**src/rtl/axi_bridge_mp.sv**
```systemverilog
// Multi-port SRAM-like to AXI3 bridge: NPORT masters share one AXI master port.
// Reads are pipelined per port (port index = AXI ID); one write is in flight globally.
module axi_bridge_mp #(
    parameter int NPORT    = 2,
    parameter int RD_OUTST = 2,
    parameter int ARB_RR   = 1
) (
    input  logic                clk,
    input  logic                resetn,
    input  logic [NPORT-1:0]    p_req,
    input  logic [NPORT-1:0]    p_wr,
    input  logic [2*NPORT-1:0]  p_size,
    input  logic [4*NPORT-1:0]  p_wstrb,
    input  logic [32*NPORT-1:0] p_addr,
    input  logic [32*NPORT-1:0] p_wdata,
    output logic [NPORT-1:0]    p_addr_ok,
    output logic [NPORT-1:0]    p_data_ok,
    output logic [32*NPORT-1:0] p_rdata,
    output logic [3:0]          arid,
    output logic [31:0]         araddr,
    output logic [7:0]          arlen,
    output logic [2:0]          arsize,
    output logic [1:0]          arburst,
    output logic [1:0]          arlock,
    output logic [3:0]          arcache,
    output logic [2:0]          arprot,
    output logic                arvalid,
    input  logic                arready,
    input  logic [3:0]          rid,
    input  logic [31:0]         rdata,
    input  logic [1:0]          rresp,
    input  logic                rlast,
    input  logic                rvalid,
    output logic                rready,
    output logic [3:0]          awid,
    output logic [31:0]         awaddr,
    output logic [7:0]          awlen,
    output logic [2:0]          awsize,
    output logic [1:0]          awburst,
    output logic [1:0]          awlock,
    output logic [3:0]          awcache,
    output logic [2:0]          awprot,
    output logic                awvalid,
    input  logic                awready,
    output logic [3:0]          wid,
    output logic [31:0]         wdata,
    output logic [3:0]          wstrb,
    output logic                wlast,
    output logic                wvalid,
    input  logic                wready,
    input  logic [3:0]          bid,
    input  logic [1:0]          bresp,
    input  logic                bvalid,
    output logic                bready
);

    typedef enum logic [1:0] {W_IDLE, W_SEND, W_BWAIT} wstate_t;

    wstate_t     wstate;
    logic [3:0]  req4, wr4;
    logic [1:0]  size4  [4];
    logic [3:0]  strb4  [4];
    logic [31:0] addr4  [4];
    logic [31:0] wdata4 [4];
    logic [2:0]  rd_cnt [4];
    logic [1:0]  rd_ptr, wr_ptr, rd_idx, wr_idx, wr_owner;
    logic [3:0]  rd_elig, wr_elig, cnt_inc, cnt_dec, addr_ok4, data_ok4;
    logic        rd_gnt, wr_gnt, rd_ret, wr_done, ar_free, wr_pend;
    logic        unused_ok;

    // Unused port slots are padded with zeros so every lookup is a fixed 4-entry table.
    for (genvar i = 0; i < 4; i++) begin : g_fld
        if (i < NPORT) begin : g_on
            assign req4[i]   = p_req[i];
            assign wr4[i]    = p_wr[i];
            assign size4[i]  = p_size[2*i +: 2];
            assign strb4[i]  = p_wstrb[4*i +: 4];
            assign addr4[i]  = p_addr[32*i +: 32];
            assign wdata4[i] = p_wdata[32*i +: 32];
        end else begin : g_off
            assign req4[i]   = 1'b0;
            assign wr4[i]    = 1'b0;
            assign size4[i]  = '0;
            assign strb4[i]  = '0;
            assign addr4[i]  = '0;
            assign wdata4[i] = '0;
        end
    end

    // Returns {found, index}; round-robin searches upward from ptr, fixed priority from 0.
    function automatic logic [2:0] pick(input logic [3:0] elig, input logic [1:0] ptr);
        int idx;
        logic found;
        found = 1'b0;
        pick  = '0;
        for (int k = 0; k < NPORT; k++) begin
            idx = (ARB_RR != 0) ? (int'(ptr) + k) % NPORT : k;
            if (!found && elig[idx[1:0]]) begin
                found = 1'b1;
                pick  = {1'b1, idx[1:0]};
            end
        end
    endfunction

    function automatic logic [1:0] ptr_next(input logic [1:0] idx);
        int n;
        n = (int'(idx) + 1) % NPORT;
        return n[1:0];
    endfunction

    always_comb begin
        ar_free  = !arvalid || arready;
        wr_pend  = (wstate != W_IDLE);
        rd_elig  = '0;
        wr_elig  = '0;
        for (int i = 0; i < 4; i++) begin
            rd_elig[i] = req4[i] && !wr4[i] && ar_free && (rd_cnt[i] < 3'(RD_OUTST))
                         && !(wr_pend && addr4[i][31:2] == awaddr[31:2]);
            wr_elig[i] = req4[i] && wr4[i] && !wr_pend;
        end
        {rd_gnt, rd_idx} = pick(rd_elig, rd_ptr);
        {wr_gnt, wr_idx} = pick(wr_elig, wr_ptr);
        rd_ret   = rvalid && (rid < 4'(NPORT));
        // A read return to the write owner wins; B waits a cycle.
        bready   = (wstate == W_BWAIT) && !(rd_ret && rid[1:0] == wr_owner);
        wr_done  = bvalid && bready;
        addr_ok4 = '0;
        data_ok4 = '0;
        cnt_inc  = '0;
        cnt_dec  = '0;
        if (rd_gnt) begin
            addr_ok4[rd_idx] = 1'b1;
            cnt_inc[rd_idx]  = 1'b1;
        end
        if (wr_gnt)  addr_ok4[wr_idx] = 1'b1;
        if (rd_ret) begin
            data_ok4[rid[1:0]] = 1'b1;
            cnt_dec[rid[1:0]]  = 1'b1;
        end
        if (wr_done) data_ok4[wr_owner] = 1'b1;
    end

    assign p_addr_ok = addr_ok4[NPORT-1:0] & {NPORT{resetn}};
    assign p_data_ok = data_ok4[NPORT-1:0] & {NPORT{resetn}};
    assign p_rdata   = {NPORT{rdata}};

    assign arlen   = 8'd0;
    assign arburst = 2'b01;
    assign arlock  = 2'b00;
    assign arcache = 4'd0;
    assign arprot  = 3'd0;
    assign rready  = 1'b1;
    assign awlen   = 8'd0;
    assign awburst = 2'b01;
    assign awlock  = 2'b00;
    assign awcache = 4'd0;
    assign awprot  = 3'd0;
    assign wid     = awid;
    assign wlast   = 1'b1;
    assign unused_ok = ^{rresp, bresp, bid, rlast};

    always_ff @(posedge clk or negedge resetn) begin
        if (!resetn) begin
            arvalid <= 1'b0;
            araddr  <= '0;
            arid    <= '0;
            arsize  <= '0;
            rd_ptr  <= '0;
            for (int i = 0; i < 4; i++) rd_cnt[i] <= '0;
        end else begin
            if (rd_gnt) begin
                arvalid <= 1'b1;
                araddr  <= addr4[rd_idx];
                arid    <= {2'b00, rd_idx};
                arsize  <= {1'b0, size4[rd_idx]};
                rd_ptr  <= ptr_next(rd_idx);
            end else if (arready) begin
                arvalid <= 1'b0;
            end
            for (int i = 0; i < 4; i++) begin
                if (cnt_inc[i] && !cnt_dec[i])
                    rd_cnt[i] <= rd_cnt[i] + 3'd1;
                else if (!cnt_inc[i] && cnt_dec[i] && rd_cnt[i] != 3'd0)
                    rd_cnt[i] <= rd_cnt[i] - 3'd1;
            end
        end
    end

    always_ff @(posedge clk or negedge resetn) begin
        if (!resetn) begin
            wstate   <= W_IDLE;
            awvalid  <= 1'b0;
            wvalid   <= 1'b0;
            awaddr   <= '0;
            awid     <= '0;
            awsize   <= '0;
            wdata    <= '0;
            wstrb    <= '0;
            wr_owner <= '0;
            wr_ptr   <= '0;
        end else begin
            case (wstate)
                W_IDLE: if (wr_gnt) begin
                    awvalid  <= 1'b1;
                    wvalid   <= 1'b1;
                    awaddr   <= addr4[wr_idx];
                    awid     <= {2'b00, wr_idx};
                    awsize   <= {1'b0, size4[wr_idx]};
                    wdata    <= wdata4[wr_idx];
                    wstrb    <= strb4[wr_idx];
                    wr_owner <= wr_idx;
                    wr_ptr   <= ptr_next(wr_idx);
                    wstate   <= W_SEND;
                end
                W_SEND: begin
                    if (awready) awvalid <= 1'b0;
                    if (wready)  wvalid  <= 1'b0;
                    if ((!awvalid || awready) && (!wvalid || wready)) wstate <= W_BWAIT;
                end
                W_BWAIT: if (wr_done) wstate <= W_IDLE;
                default: wstate <= W_IDLE;
            endcase
        end
    end

endmodule

```
**config.mk**
```make
export PLATFORM = sky130hd
export DESIGN_NAME = axi_bridge_mp
export DESIGN_NICKNAME = d
export VERILOG_FILES = /design/src/rtl/axi_bridge_mp.sv
export SDC_FILE = /design/constraint.sdc
export NUM_CORES = 1
export LEC_CHECK = 0
export ABC_AREA = 0
export ABC_CLOCK_PERIOD_IN_PS = 5400
export BUFFER_PORTS_ARGS = -buffer_cell sky130_fd_sc_hd__clkbuf_2
export CORE_AREA = 2 2 164 166
export DETAILED_ROUTE_END_ITERATION = 7
export DIE_AREA = 0 0 166 168
export GPL_TIMING_DRIVEN = 0
export SLEW_MARGIN = 25
export SYNTH_ARGS = -nofsm -noshare
export SYNTH_HDL_FRONTEND = slang
export SYNTH_SLANG_ARGS = --single-unit
export TNS_END_PERCENT = 50
```
**constraint.sdc**
```tcl
create_clock -name clk -period 5.4 [get_ports clk]
set_clock_uncertainty 0.15 [all_clocks]
set_input_delay 1.62 -clock clk [delete_from_list [all_inputs] [get_ports clk]]
set_output_delay 1.62 -clock clk [all_outputs]
set_load 0.05 [all_outputs]
```
Word-level counts from Yosys, hierarchy flattened
Index checks and enable logic that the tools add are counted.
{"block": "op_classes", "addsub": 8, "magnitude_cmp": 17, "eq_ne": 10, "n_mux": 59, "n_bitwise": 8, "reduce_logical": 61}
{"cell": "$bmux W32 S2", "n": 3}
{"cell": "$mux W32", "n": 6}
{"cell": "$eq A30 B30 Y1", "n": 2}
{"cell": "$logic_and A1 B1 Y1", "n": 31}
{"cell": "$mux W3", "n": 8}
{"cell": "$mux W2", "n": 11}
{"cell": "$lt A2 B3 Y1 const B", "n": 6}
{"cell": "$mux W1", "n": 17}
{"cell": "$logic_not A1 Y1", "n": 15}
{"cell": "$ne A2 B2 Y1 const B", "n": 5}
{"cell": "$reduce_bool A2 Y1", "n": 5}
{"cell": "$reduce_and A3 Y1", "n": 3}
{"cell": "$bmux W2 S2", "n": 2}
{"cell": "$bmux W4 S2", "n": 1}
{"cell": "$demux W1 S2", "n": 4}
{"cell": "$ge A2 B1 Y1 const B", "n": 4}
{"cell": "$mux W4", "n": 2}
{"cell": "$add A3 B1 Y3 const B", "n": 2}
{"cell": "$ge A3 B3 Y1 const B", "n": 2}
{"cell": "$lt A1 B3 Y1 const B", "n": 2}
{"cell": "$lt A3 B2 Y1 const B", "n": 2}
{"cell": "$not A2 Y3", "n": 2}
{"cell": "$pmux W2 S3", "n": 1}
{"cell": "$reduce_bool A3 Y1", "n": 2}
{"cell": "14 further kinds", "n": 25}
{"block": "word_totals", "regBits": 121, "inputBits": 196, "out_inout_bits": 230, "wordCells": 179}

Depth between registers and ports, before layout
{"block": "depth", "ltp_word": 21, "ltp_mapped": 12, "ltp_nobuf": 11}

Worst setup path after synthesis
No wires, ideal clock.
{"block": "synth_path", "path_type": "in2out", "startpoint": "in p_addr[48]", "endpoint": "out p_addr_ok[0]", "arrival_ps": 3670, "required_time_ps": 3630, "setup_slack_ps": -40, "stages": 8, "path_buffers": 1, "cell_sequence": "xor2_1 > nor4_1 > nand4_1 > or4_4 > and2_4 > buf_6 > a21oi_2 > o21a_1"}
{"block": "synth_via", "elab_chain_cells": 18, "word_cells_on_any_way": 22, "cone_classes": "2 x order compare; 1 x eq/ne; 11 x mux; 2 x bitwise; 6 x reduce/logical"}
{"item": "start: declaration", "line": "14", "source": "input logic [32*NPORT-1:0] p_addr,"}
{"item": "$eq A30 B30 Y1 (*)", "line": "118", "source": "&& !(wr_pend && addr4[i][31:2] == awaddr[31:2]);"}
{"item": "$logic_and A1 B1 Y1 (*)", "line": "118"}
{"item": "$logic_not A1 Y1 (*)", "line": "118"}
{"item": "$logic_and A1 B1 Y1 (*)", "line": "118"}
{"item": "$mux W1 (not written as such) (2 in series)", "line": "98", "source": "if (!found && elig[idx[1:0]]) begin"}
{"item": "$mux W1", "line": "98"}
{"item": "$logic_not A1 Y1", "line": "98"}
{"item": "$logic_and A1 B1 Y1", "line": "98"}
{"item": "$mux W3 (*)", "line": "98"}
{"item": "$lt A2 B3 Y1 (not written as such) / $ge A2 B1 Y1 (equally long branches)", "line": "132", "source": "addr_ok4[rd_idx] = 1'b1;"}
{"item": "$logic_and A1 B1 Y1 (not written as such)", "line": "132"}
{"item": "$mux W1 (not written as such)", "line": "132"}
{"item": "$demux W1 S2", "line": "132"}
{"item": "$mux W2 (*)", "line": "131", "source": "if (rd_gnt) begin"}
{"item": "$or A2 B2 Y2 (no line)"}
{"item": "$mux W2 (*)", "line": "135", "source": "if (wr_gnt) addr_ok4[wr_idx] = 1'b1;"}
{"item": "$and A2 B2 Y2 (*)", "line": "143", "source": "assign p_addr_ok = addr_ok4[NPORT-1:0] & {NPORT{resetn}};"}
{"item": "end: declaration", "line": "16", "source": "output logic [NPORT-1:0] p_addr_ok,"}
Every way passes the cells marked *; elsewhere a longest branch is shown, timed or not. The select of a mux whose other input is x is not followed.

Worst setup path in the final report
{"block": "layout_path", "startpoint": "in p_addr[62]", "endpoint": "out p_addr_ok[0]"}
Same word-level chain as after synthesis.

==> impl_metrics.ini <==
[timing]
setup_viol = 0
period_minus_slack_ns = 5.360
drv_slew = 0
hold_slack_ns = 0.3417
relSlewSlack_pct = 41.35
period_share_pct = 99.26
finalSetupTns_ns = 0
hold_viol = 0
worst_pin_slew_ns = 0.8766
rsz0062_at_grt = yes
fmax_mhz = 186.6
setup_slack_ns = 0.04006

[pwr]
p_leak_uw = 0.005210
peakVddDrop_mv = 0.3490
power_density_nw_per_um2 = 661.2

[layout]
regArea_sq_um = 2978
final_nets = 1333
nFillCells = 2715
multi_input_area_sq_um = 3148
area_growth_pct = 46.10
drive_above_1_share_pct = 47.82
n_antenna_cell = 0

[die]
die_y_um = 168
core_area_sq_um = 26350
start_util_pct = 26.12
die_x_um = 166
die-area_sq_um = 27890
ios = 426
row_count = 60

[setup_path]
reg2regPathDepth = 12
worstPathMaxFanout = 3
required_ns = 3.63
crit_type = in2out
worstSetupEndpointType = output pin
arrival_ns = 3.59
start_kind = input pin

[drt]
drt-wirelength-per-cell_um = 17.41
drtIter0Drc = 378
drtAntennaViolNets = 0
drcViolationCount = 0
via_per_inst = 4.572
wirelength_um = 25930
via_count = 6808
firstDrtPassIters = 8

[cts]
cts_max_level = 4
clk_latency_ns = 0.42
ctsRootBufferMaster = clkbuf_16
clk_pin_slew_ns = 0.06
cts_tree = yes
clk_path_buf_depth = 2
cts_num_sinks = 119
cts_made_buffers = 17

[synthesis]
yosysTopAreaCell = dfrtp_1
synth_cell_type_count = 45
netlist_top_cells_area = dfrtp_1 43%, buf_4 13%, nand2_1 8.7%
ys_ff_latch = 119
synth_most_common_cell = nand2_1
synth_top_area_share_pct = 43.26
yosysSeqAreaShare_pct = 43.26
syn_area_sq_um = 6883
synth_common_cells = 160 x nand2_1, 119 x dfrtp_1, 116 x buf_4
yosysWarningCount = 0
synth_edf_count = 0
syn_area_per_cell_sq_um = 9.507
synth_top_flop_cell = dfrtp_1
postSynthCellCount = 724
async_reset_ff_share_pct = 100.0

[flow_run]
max-cap-violations = 0

[global_routing]
antenna_found_initial = 1
grt_pass1_wl_um = 38760
grt_pass1_vias = 6673
grt_overflow = 0
grt_max_degree = 64
grt_util_all_layers_pct = 18.09

[placement]
pre_cts_ws_ns = -0.7185
hpwl_um = 20150
port_buffers = 333
place_congestion = 0.8565

[hold_path]
min_path_cells = 2
hp-class = reg2reg

[outcome]
status = completed
[layer usage]
layer	vias to the layer above	track usage (%)	routed length, um	share of wire (%)
met5	-	0	13	0.050
met4	2	6.957	592	2.3
met3	35	4.913	2361	9.1
met2	367	30.20	12660	49
met1	3205	22.34	10310	40
li1	3199	-	-	-
[kinds of logic after synthesis]
group,count (synthesis),synth area share (%)
AOI/OAI and AO/OA,133,16.00
xor gates and xnor gates,61,7.762
adders and majority gates,2,0.5817
buffers and inverters,160,15.52
DFF,119,43.26
other,2,0.1091
and+or+nand+nor,247,16.76
[cell type report]
class,instances,share of cell area [%]
clock buffers,21,4.479
well taps,341,4.243
repair buffers,345,18.41
multi-input cells,494,31.31
plain buffers,152,10.24
clock inverters,11,1.481
flip-flops and latches,119,29.61
inverters,6,0.2240
[cells in the final DEF (no fill, tap or decap), types with 4 or more instances in the layout]
cell       instances
buf_4            127
nand2_1          159
o221a_2           31
clkbuf_1          27
xnor2_1           27
a22oi_1           71
or3_1             32
clkbuf_16         19
inv_1              6
xor2_1            30
a21oi_1            4
nor4_1             6
conb_1            51
nand3_1            4
o21ai_0            6
buf_2              7
o211ai_1           4
dfrtp_1          119
and3_1             4
nor2_1             5
nand4_1           15
clkbuf_2         327
[sequential cells by signal (all words and copies together) (netlist names), 2 cells and up]
register,flops
araddr,32
awaddr,32
wdata,32
rd_cnt,6
wstrb,4
arsize,2
awsize,2
wstate,2
[worst max-delay path: stages]
cell	delay (ns)
clkbuf_2	0.13
xor2_1	0.19
nor4_4	0.36
nand4_1	0.13
or4_4	0.54
and2_4	0.18
a21oi_4	0.13
o21a_2	0.15
clkbuf_16	0.16
[path summary, 6_finish.rpt]
kind	startpoint	end	slack, ns
min	wdata[9]	wdata[9]	0.34
min in group asynchronous	resetn	wdata[27]	1.01
max in group asynchronous	resetn	rd_cnt[10]	3.37
max reg2reg	awaddr[19]	rd_cnt[11]	1.70
max	p_addr[62]	p_addr_ok[0]	0.04
min reg2reg	wdata[9]	wdata[9]	0.34
[report_power, final]
| part | internal [uW] | total (uW) | switching, uW |
|---|---|---|---|
| logic | 1040 | 3720 | 2670 |
| clock network | 740 | 1180 | 444 |
| registers | 1340 | 1750 | 408 |
| total | 3130 | 6650 | 3520 |
[timing repair]
| item | CTS | global route |
|---|---|---|
| setup endpoints to repair | 2 | 2 |
| setup buffers | 5 | 6 |
| gates resized for setup | 19 | 19 |
| hold endpoints to repair | 0 | 0 |
| hold buffers | 0 | 0 |
| pin swaps | 8 | 6 |
[metrics by stage]
step / utilization (%) / total power, uW / cell area (sq um) / std cells
2_1_floorplan: - / 4383 / 7068 / 773
3_3_place_gp: 34.77 / 5376 / 9161 / 1447
3_5_place_dp: 34.91 / 5406 / 9198 / 1448
4_1_cts: 37.73 / 6663 / 9941 / 1484
5_1_grt: 38.16 / 6999 / 10060 / 1489
6_report: 38.16 / 6649 / 10060 / 1489
No activity file was read; power rests on OpenSTA's default activity.
